File: src/rtl/neighbour_window.sv
// Frame buffer that replays each loaded cell with its eight neighbours.
// NEIGHBOUR_WINDOW_TORUS_EN: wrap edges toroidally instead of a dead border.
module neighbour_window #(
    parameter int GRID_W = 8,
    parameter int GRID_H = 8,
    localparam int XW = $clog2(GRID_W),
    localparam int YW = $clog2(GRID_H)
) (
    input  logic          clk,
    input  logic          rst,
    input  logic          in_valid,
    input  logic          in_cell,
    output logic          in_ready,
    output logic          out_valid,
    input  logic          out_ready,
    output logic          out_center,
    output logic [7:0]    vecini,
    output logic [XW-1:0] out_x,
    output logic [YW-1:0] out_y,
    output logic          out_last
);

    localparam int N  = GRID_W * GRID_H;
    localparam int IW = $clog2(N);
    localparam logic [IW-1:0] LAST_IDX = IW'(N - 1);
    localparam logic [XW-1:0] XMAX = XW'(GRID_W - 1);
    localparam logic [YW-1:0] YMAX = YW'(GRID_H - 1);

    typedef enum logic {
        LOAD,
        EMIT
    } state_t;

    state_t        state;
    logic          armed;
    logic [N-1:0]  fb;
    logic [IW-1:0] widx;
    logic [XW-1:0] sx;
    logic [YW-1:0] sy;
    logic          emit;

    function automatic logic cell_at(input int cx, input int cy);
        int   px;
        int   py;
        logic ok;
`ifdef NEIGHBOUR_WINDOW_TORUS_EN
        px = (cx + GRID_W) % GRID_W;
        py = (cy + GRID_H) % GRID_H;
        ok = 1'b1;
`else
        px = cx;
        py = cy;
        ok = (cx >= 0) && (cx < GRID_W) && (cy >= 0) && (cy < GRID_H);
`endif
        return ok && fb[IW'(py * GRID_W + px)];
    endfunction

    always_ff @(posedge clk or negedge rst) begin
        if (!rst) begin
            state <= LOAD;
            armed <= 1'b0;
            fb    <= '0;
            widx  <= '0;
            sx    <= '0;
            sy    <= '0;
        end else begin
            armed <= 1'b1;
            unique case (state)
                LOAD: begin
                    if (in_valid && in_ready) begin
                        fb[widx] <= in_cell;
                        if (widx == LAST_IDX) begin
                            widx  <= '0;
                            state <= EMIT;
                        end else begin
                            widx <= widx + 1'b1;
                        end
                    end
                end
                EMIT: begin
                    if (out_ready) begin
                        if (sx == XMAX) begin
                            sx <= '0;
                            if (sy == YMAX) begin
                                sy    <= '0;
                                state <= LOAD;
                            end else begin
                                sy <= sy + 1'b1;
                            end
                        end else begin
                            sx <= sx + 1'b1;
                        end
                    end
                end
                default: state <= LOAD;
            endcase
        end
    end

    assign emit      = (state == EMIT);
    assign in_ready  = armed && (state == LOAD);
    assign out_valid = emit;
    assign out_x     = sx;
    assign out_y     = sy;
    assign out_last  = emit && (sx == XMAX) && (sy == YMAX);

    // Window is a pure function of the buffer and scan registers.
    always_comb begin
        vecini     = '0;
        out_center = 1'b0;
        if (emit) begin
            out_center = cell_at(int'(sx), int'(sy));
            vecini[0]  = cell_at(int'(sx) - 1, int'(sy) - 1);
            vecini[1]  = cell_at(int'(sx),     int'(sy) - 1);
            vecini[2]  = cell_at(int'(sx) + 1, int'(sy) - 1);
            vecini[3]  = cell_at(int'(sx) - 1, int'(sy));
            vecini[4]  = cell_at(int'(sx) + 1, int'(sy));
            vecini[5]  = cell_at(int'(sx) - 1, int'(sy) + 1);
            vecini[6]  = cell_at(int'(sx),     int'(sy) + 1);
            vecini[7]  = cell_at(int'(sx) + 1, int'(sy) + 1);
        end
    end

endmodule

File: config.mk
export PLATFORM = sky130hd
export DESIGN_NAME = neighbour_window
export DESIGN_NICKNAME = d
export VERILOG_FILES = /design/src/rtl/neighbour_window.sv
export SDC_FILE = /design/constraint.sdc
export NUM_CORES = 1
export LEC_CHECK = 0
export CAP_MARGIN = 20
export CORE_MARGIN = 8
export CORE_UTILIZATION = 58
export CTS_BUF_LIST = sky130_fd_sc_hd__clkbuf_2
export CTS_CLUSTER_DIAMETER = 200
export DETAILED_ROUTE_END_ITERATION = 8
export GPL_ROUTABILITY_DRIVEN = 0
export HOLD_SLACK_MARGIN = 0.08
export PLACE_DENSITY = 0.86
export SKIP_CTS_REPAIR_TIMING = 1
export SLEW_MARGIN = 20
export SYNTH_ARGS = -nofsm -noshare
export SYNTH_HDL_FRONTEND = slang
export SYNTH_SLANG_ARGS = --single-unit
File: constraint.sdc
create_clock -name clk -period 3.8 [get_ports clk]
set_clock_uncertainty 0.15 [all_clocks]
set_input_delay 0.57 -clock clk [delete_from_list [all_inputs] [get_ports clk]]
set_output_delay 0.57 -clock clk [all_outputs]
set_load 0.03 [all_outputs]
# Word-level counts from Yosys, hierarchy flattened
# Cells that the tools add are included.
[totals]
inputBits = 5
word_cells = 114
output_inout_bits = 18
register_bits = 78
[classes]
n_eq_ne = 3
addsub = 16
bitwise_logic = 1
order_cmp = 19
n_reduce_logical = 28
muxes = 41
[ops]
columns = ["operator", "n"]
rows = [
  ["$lt 6x8->1 const B", 9],
  ["$bwmux 64", 1],
  ["$bmux 1 s6", 9],
  ["$add 6x4->6", 6],
  ["$logic_and 1x1->1", 25],
  ["$mux 1", 25],
  ["$ge 4x1->1 const B", 4],
  ["$add 6x6->6", 2],
  ["$lt 4x5->1 const B", 2],
  ["$add 3x1->4 const B", 2],
  ["$lt 4x4->1 const B", 2],
  ["$mux 8", 1],
  ["$sub 3x1->4 const B", 2],
  ["$lt 6x7->1 const B", 1],
  ["$add 3x1->3 const B", 2],
  ["$add 6x1->6 const B", 1],
  ["$add 6x3->6", 1],
  ["$demux 1 s6", 1],
  ["$eq 3x3->1 const B", 2],
  ["$eq 6x6->1 const B", 1],
  ["$ge 6x1->1 const B", 1],
  ["$mux 3", 2],
  ["$mux 6", 1],
  ["$reduce_and 2->1", 2],
  ["3 further kinds", 3],
]

# Logic depth before layout (Yosys ltp)
[depth]
depth_word = 7
ltp_mapped = 15

# Worst setup path after synthesis
# Ideal clock, no wire load.
[synth_path]
path_type = "reg-to-output"
start = "reg sy[0] (netlist: out_y[0])"
end = "out vecini[0]"
stages_incl_launch_ff = 16
slack_ns = -1.028
required_time_ns = 3.080
t_arrival_ns = 4.108
cell_sequence = "dfrtp_1 -> clkbuf_1 -> inv_1 -> clkbuf_1 -> ha_1 -> clkbuf_1 -> clkinv_1 -> xnor2_1 -> inv_1 -> ha_1 -> nor2b_1 -> mux2i_1 -> xnor2_2 -> mux2i_1 -> mux4_2 -> nor4_2"
[synth_via]
elab_chain_cells = 7
elab_cells_between_ends = 11
cone_classes = "2 x add/sub; 2 x order compare; 4 x mux; 3 x reduce/logical"
[synth_rtl]
columns = ["item", "line_no", "rtl"]
rows = [
  ["start: declaration", "39", "logic [YW-1:0] sy;"],
  ["start signal: assignment", "88", "sy <= sy + 1'b1;"],
  ["$sub 3x1->4 (*)", "113", "vecini[0] = cell_at(int'(sx) - 1, int'(sy) - 1);"],
  ["$add 6x4->6", "55", "return ok && fb[IW'(py * GRID_W + px)];"],
  ["$bmux 1 s6", "55", ""],
  ["$mux 1 (not written as such) (2 in series)", "55", ""],
  ["$logic_and 1x1->1 (*)", "55", ""],
  ["$mux 8 (*)", "111", "if (emit) begin"],
  ["end: declaration", "17", "output logic [7:0] vecini,"],
]
# Mark *: on every way between the ends. The rest lies on a longest branch, timed or not. The select of a mux whose other input is x is not followed.

# Worst setup path in the final report
[layout_path]
start = "reg sx[0] (netlist: out_x[0])"
end = "out vecini[0]"
[layout_via]
elab_chain_cells = 7
elab_cells_between_ends = 12
cone_classes = "2 x add/sub; 2 x order compare; 4 x mux; 4 x reduce/logical"
[layout_rtl]
columns = ["item", "line_no", "rtl"]
rows = [
  ["start: declaration", "38", "logic [XW-1:0] sx;"],
  ["start signal: assignment", "91", "sx <= sx + 1'b1;"],
  ["$sub 3x1->4 (*)", "113", ""],
  ["$add 6x4->6, or another cell as far along", "55", ""],
  ["$bmux 1 s6 / $logic_and 1x1->1 (equally long branches)", "55, 53", ""],
  ["$mux 1 (not written as such) / $logic_and 1x1->1 (equally long branches) (2 in series)", "55, 53", ""],
  ["$logic_and 1x1->1 (*)", "55", ""],
  ["$mux 8 (*)", "111", ""],
]
# Marked as above.

==> run_results.csv <==
group,metric,value,unit
run_status,violations,"negative setup slack",
die,chipHeight,119,um
drt,drc,0,
sta,unrepaired_setup_endpoints_after_global_routing,"yes",
logic_synthesis,synth.top_cell.area_share,31.7,%
critical_path,critPathMostFrequentCell,"buf_6",
grt,first_global_vias,4832,
sta,max_slew_margin,34.6,%
cells_and_area,layout_nets,585,
sta,slew_worst_pin,0.980,ns
clock_tree,source_to_sink_clock_delay_at_the_later_pin_of_the_worst_skew_pair,0.55,ns
grt,grt_usage,22.9,%
clock_tree,clk_path_buf_depth,2,
die,core_region_area,10300,um^2
cells_and_area,register_area,1960,um^2
logic_synthesis,mappedNetlistNets,532,
drt,vias_per_cell,6.94,
die,std_cell_rows,37,
drt,number_of_nets_with_antenna_violations_after_routing,0,
job,timing.max_cap.violations,0,
drt,drt-total-wl,17000,um
cells_and_area,layout_common_cells,"74 x dfrtp_1, 63 x mux4_2, 63 x nand2_1, 47 x nor2_1, 47 x buf_4",
logic_synthesis,synthDominantAreaCellType,"dfrtp_1",
die,horizontal_extent_of_the_die,119,um
clock_tree,cts_htree_levels,3,
pwr,irDropWorstVdd,198,uV
placement,preCtsSetupSlack,-0.131,ns
clock_tree,tritoncts,"yes",
placement,place.detailed.hpwl,11600,um
pwr,leakagePower,0.00315,uW
logic_synthesis,yosys_warnings,0,
critical_path,worstPathCellList,"buf_6 > buf_12 > or3_4 > nor2_4 > ha_4 > nor2b_2 > mux2i_2 > xnor2_2 > buf_6 > mux2i_1 > mux4_2 > nor4_4 > buf_6",
clock_tree,number_of_buffers_created_by_cts,9,
critical_path,timing.critical_path.slowest_stage_cell,"mux4_2",
logic_synthesis,netlist_instances,512,
critical_path,worst_ep_required_time,3.08,ns
critical_path,critical_path.max_stage_delay,0.52,ns
sta,finalMaxSlewViolations,0,
logic_synthesis,postSynth.asyncResetShare,100,%
pwr,power_density,292,nW/um^2
grt,maximum_number_of_pins_on_one_net_before_global_route_repair,79,
clock_tree,clockRootBuffer,"clkbuf_2",
sta,maxClockFrequency,239,MHz
logic_synthesis,synth_top_flop_cell,"dfrtp_1",
logic_synthesis,synth.cell_area,6150,um^2
clock_tree,clock_pin_slew_on_the_worst_setup_and_hold_paths,0.23,ns
grt,grt_overflow_total,0,
logic_synthesis,yosys_register_bits,78,
clock_tree,clock_sinks,78,
die,die_area,14200,um^2
sta,final_period_utilization,110,%
drt,routed_wire_length_per_instance,24.1,um
placement,port_buffers,22,
sta,final_count_of_hold_timing_violations,0,
sta,finalCriticalPeriod,4.18,ns
cells_and_area,n_antenna_cell,0,
cells_and_area,fill_cells,672,
logic_synthesis,synth_edf_count,0,
grt,global_route_wire_length_before_repair,25800,um
logic_synthesis,yosys-top-cells-area,"dfrtp_1 32%, mux4_2 21%, mux2_2 7.5%",
die,pin_count,23,
logic_synthesis,synth.yosys.seq_area_share,31.7,%
logic_synthesis,ys_types,55,
min_path,worst_hold_path_type,"flip-flop to flip-flop",
drt,routed-via-count,4900,
sta,hold_slack,0.424,ns
die,start_util,59.6,%
sta,final.setup.worst_slack,-0.380,ns
critical_path,crit_path_end_kind,"output port",
cells_and_area,layout.cells.most_common,"dfrtp_1",
sta,finalSetupViolations,6,
critical_path,critical_path_fanout_max,4,
drt,detail_route.first_pass.iterations,6,
cells_and_area,areaGrowthSynthToFinish,17.5,%
critical_path,crit_path_start_kind,"flip-flop",
grt,antenna_found_initial,0,
critical_path,critical_path_class,"flip-flop to output port",
logic_synthesis,synth.avg_cell_area,12.0,um^2
critical_path,critPathArrivalTime,3.46,ns
cells_and_area,multi_input_comb_area,4160,um^2
run_status,status,"finished, violations left",
cells_and_area,post_route_cells_drive_above_1_share,39.3,%
drt,drt_iter0_drc,558,
synth_stat cells, drive strengths merged (2+ instances only):
cell type / count
xnor2: 7
a211oi: 4
and2: 5
mux2i: 14
buf: 13
a21o: 4
nor2b: 4
nand3b: 5
or2: 2
nor3: 7
nand2: 63
mux2: 81
or3: 3
nor2: 50
o211ai: 3
o21ai: 8
nor4b: 2
nand3: 6
mux4: 70
inv: 8
xor2: 7
nor4: 3
o31ai: 2
ha: 15
dfrtp: 78
and3: 3
a21oi: 5
clkbuf: 24
routing by layer:
metal,GRT usage (%),share of wire (%),vias to the layer above
li1,-,-,2042
met1,28.8,38,2474
met2,36.6,49,318
met3,6.52,9.8,66
met4,9.17,3.9,0
met5,0,0,-
power breakdown:
group | internal [uW] | switching (uW) | total [uW]
sequential | 933 | 185 | 1120
clock | 219 | 299 | 518
combinational | 250 | 226 | 476
total | 1400 | 710 | 2110
layout make-up:
type,count,area share [%]
Clock buffer,10,0.692
Tap cell,136,2.35
Clock inverter,6,1.18
Multi-Input combinational cell,388,57.6
Inverter,9,0.675
Timing Repair Buffer,79,10.4
Sequential cell,78,27.1
per-stage QoR:
| stage | util (%) | setup TNS, ns | cell area (um^2) | total power [uW] | instances |
|---|---|---|---|---|---|
| floorplan | - | -0.145 | 6290 | 1420 | 512 |
| global placement | 65.4 | -0.00981 | 6760 | 1550 | 671 |
| detailed placement | 65.4 | -0.379 | 6760 | 1590 | 671 |
| CTS | 66.8 | -4.90 | 6890 | 2100 | 687 |
| global route | 70.0 | -2.22 | 7230 | 2220 | 706 |
| finish | 70.0 | -1.49 | 7230 | 2110 | 706 |
final timing paths:
kind / start / end / slack, ns / cells past startpoint
max: out_x[0] / vecini[0] / -0.38 / 13
min: fb[45] / fb[45] / 0.42 / 1
max reg2reg: out_valid / fb[7] / 1.10 / 5
min reg2reg: fb[45] / fb[45] / 0.42 / 1
max in group asynchronous: rst / out_x[2] / 2.28 / 2
min in group asynchronous: rst / fb[2] / 0.56 / 2
worst max-delay path, delay by kind of cell (launching register included):
kind / cells / cell delay [ns]
buf+inv: 4 / 0.55
flops: 1 / 0.47
mux: 3 / 0.84
fa+ha+maj: 1 / 0.16
simple gates: 4 / 0.75
xor+xnor: 1 / 0.15
flip-flops by register name (all words and copies together), names as in the netlist:
signal	cells
out_y	3
out_x	3
out_valid	1
fb	64
widx	6
armed	1
cells by family after synthesis:
group / count (synthesis) / synth area share (%)
compound gates: 35 / 3.90
other cells: 1 / 0.0609
flops: 78 / 31.7
mux: 165 / 43.5
fa+ha+maj: 15 / 3.05
xor+xnor: 14 / 2.24
buf+inv: 46 / 3.36
simple gates: 158 / 12.2
Note: power is estimated with default switching activity, not from simulation.
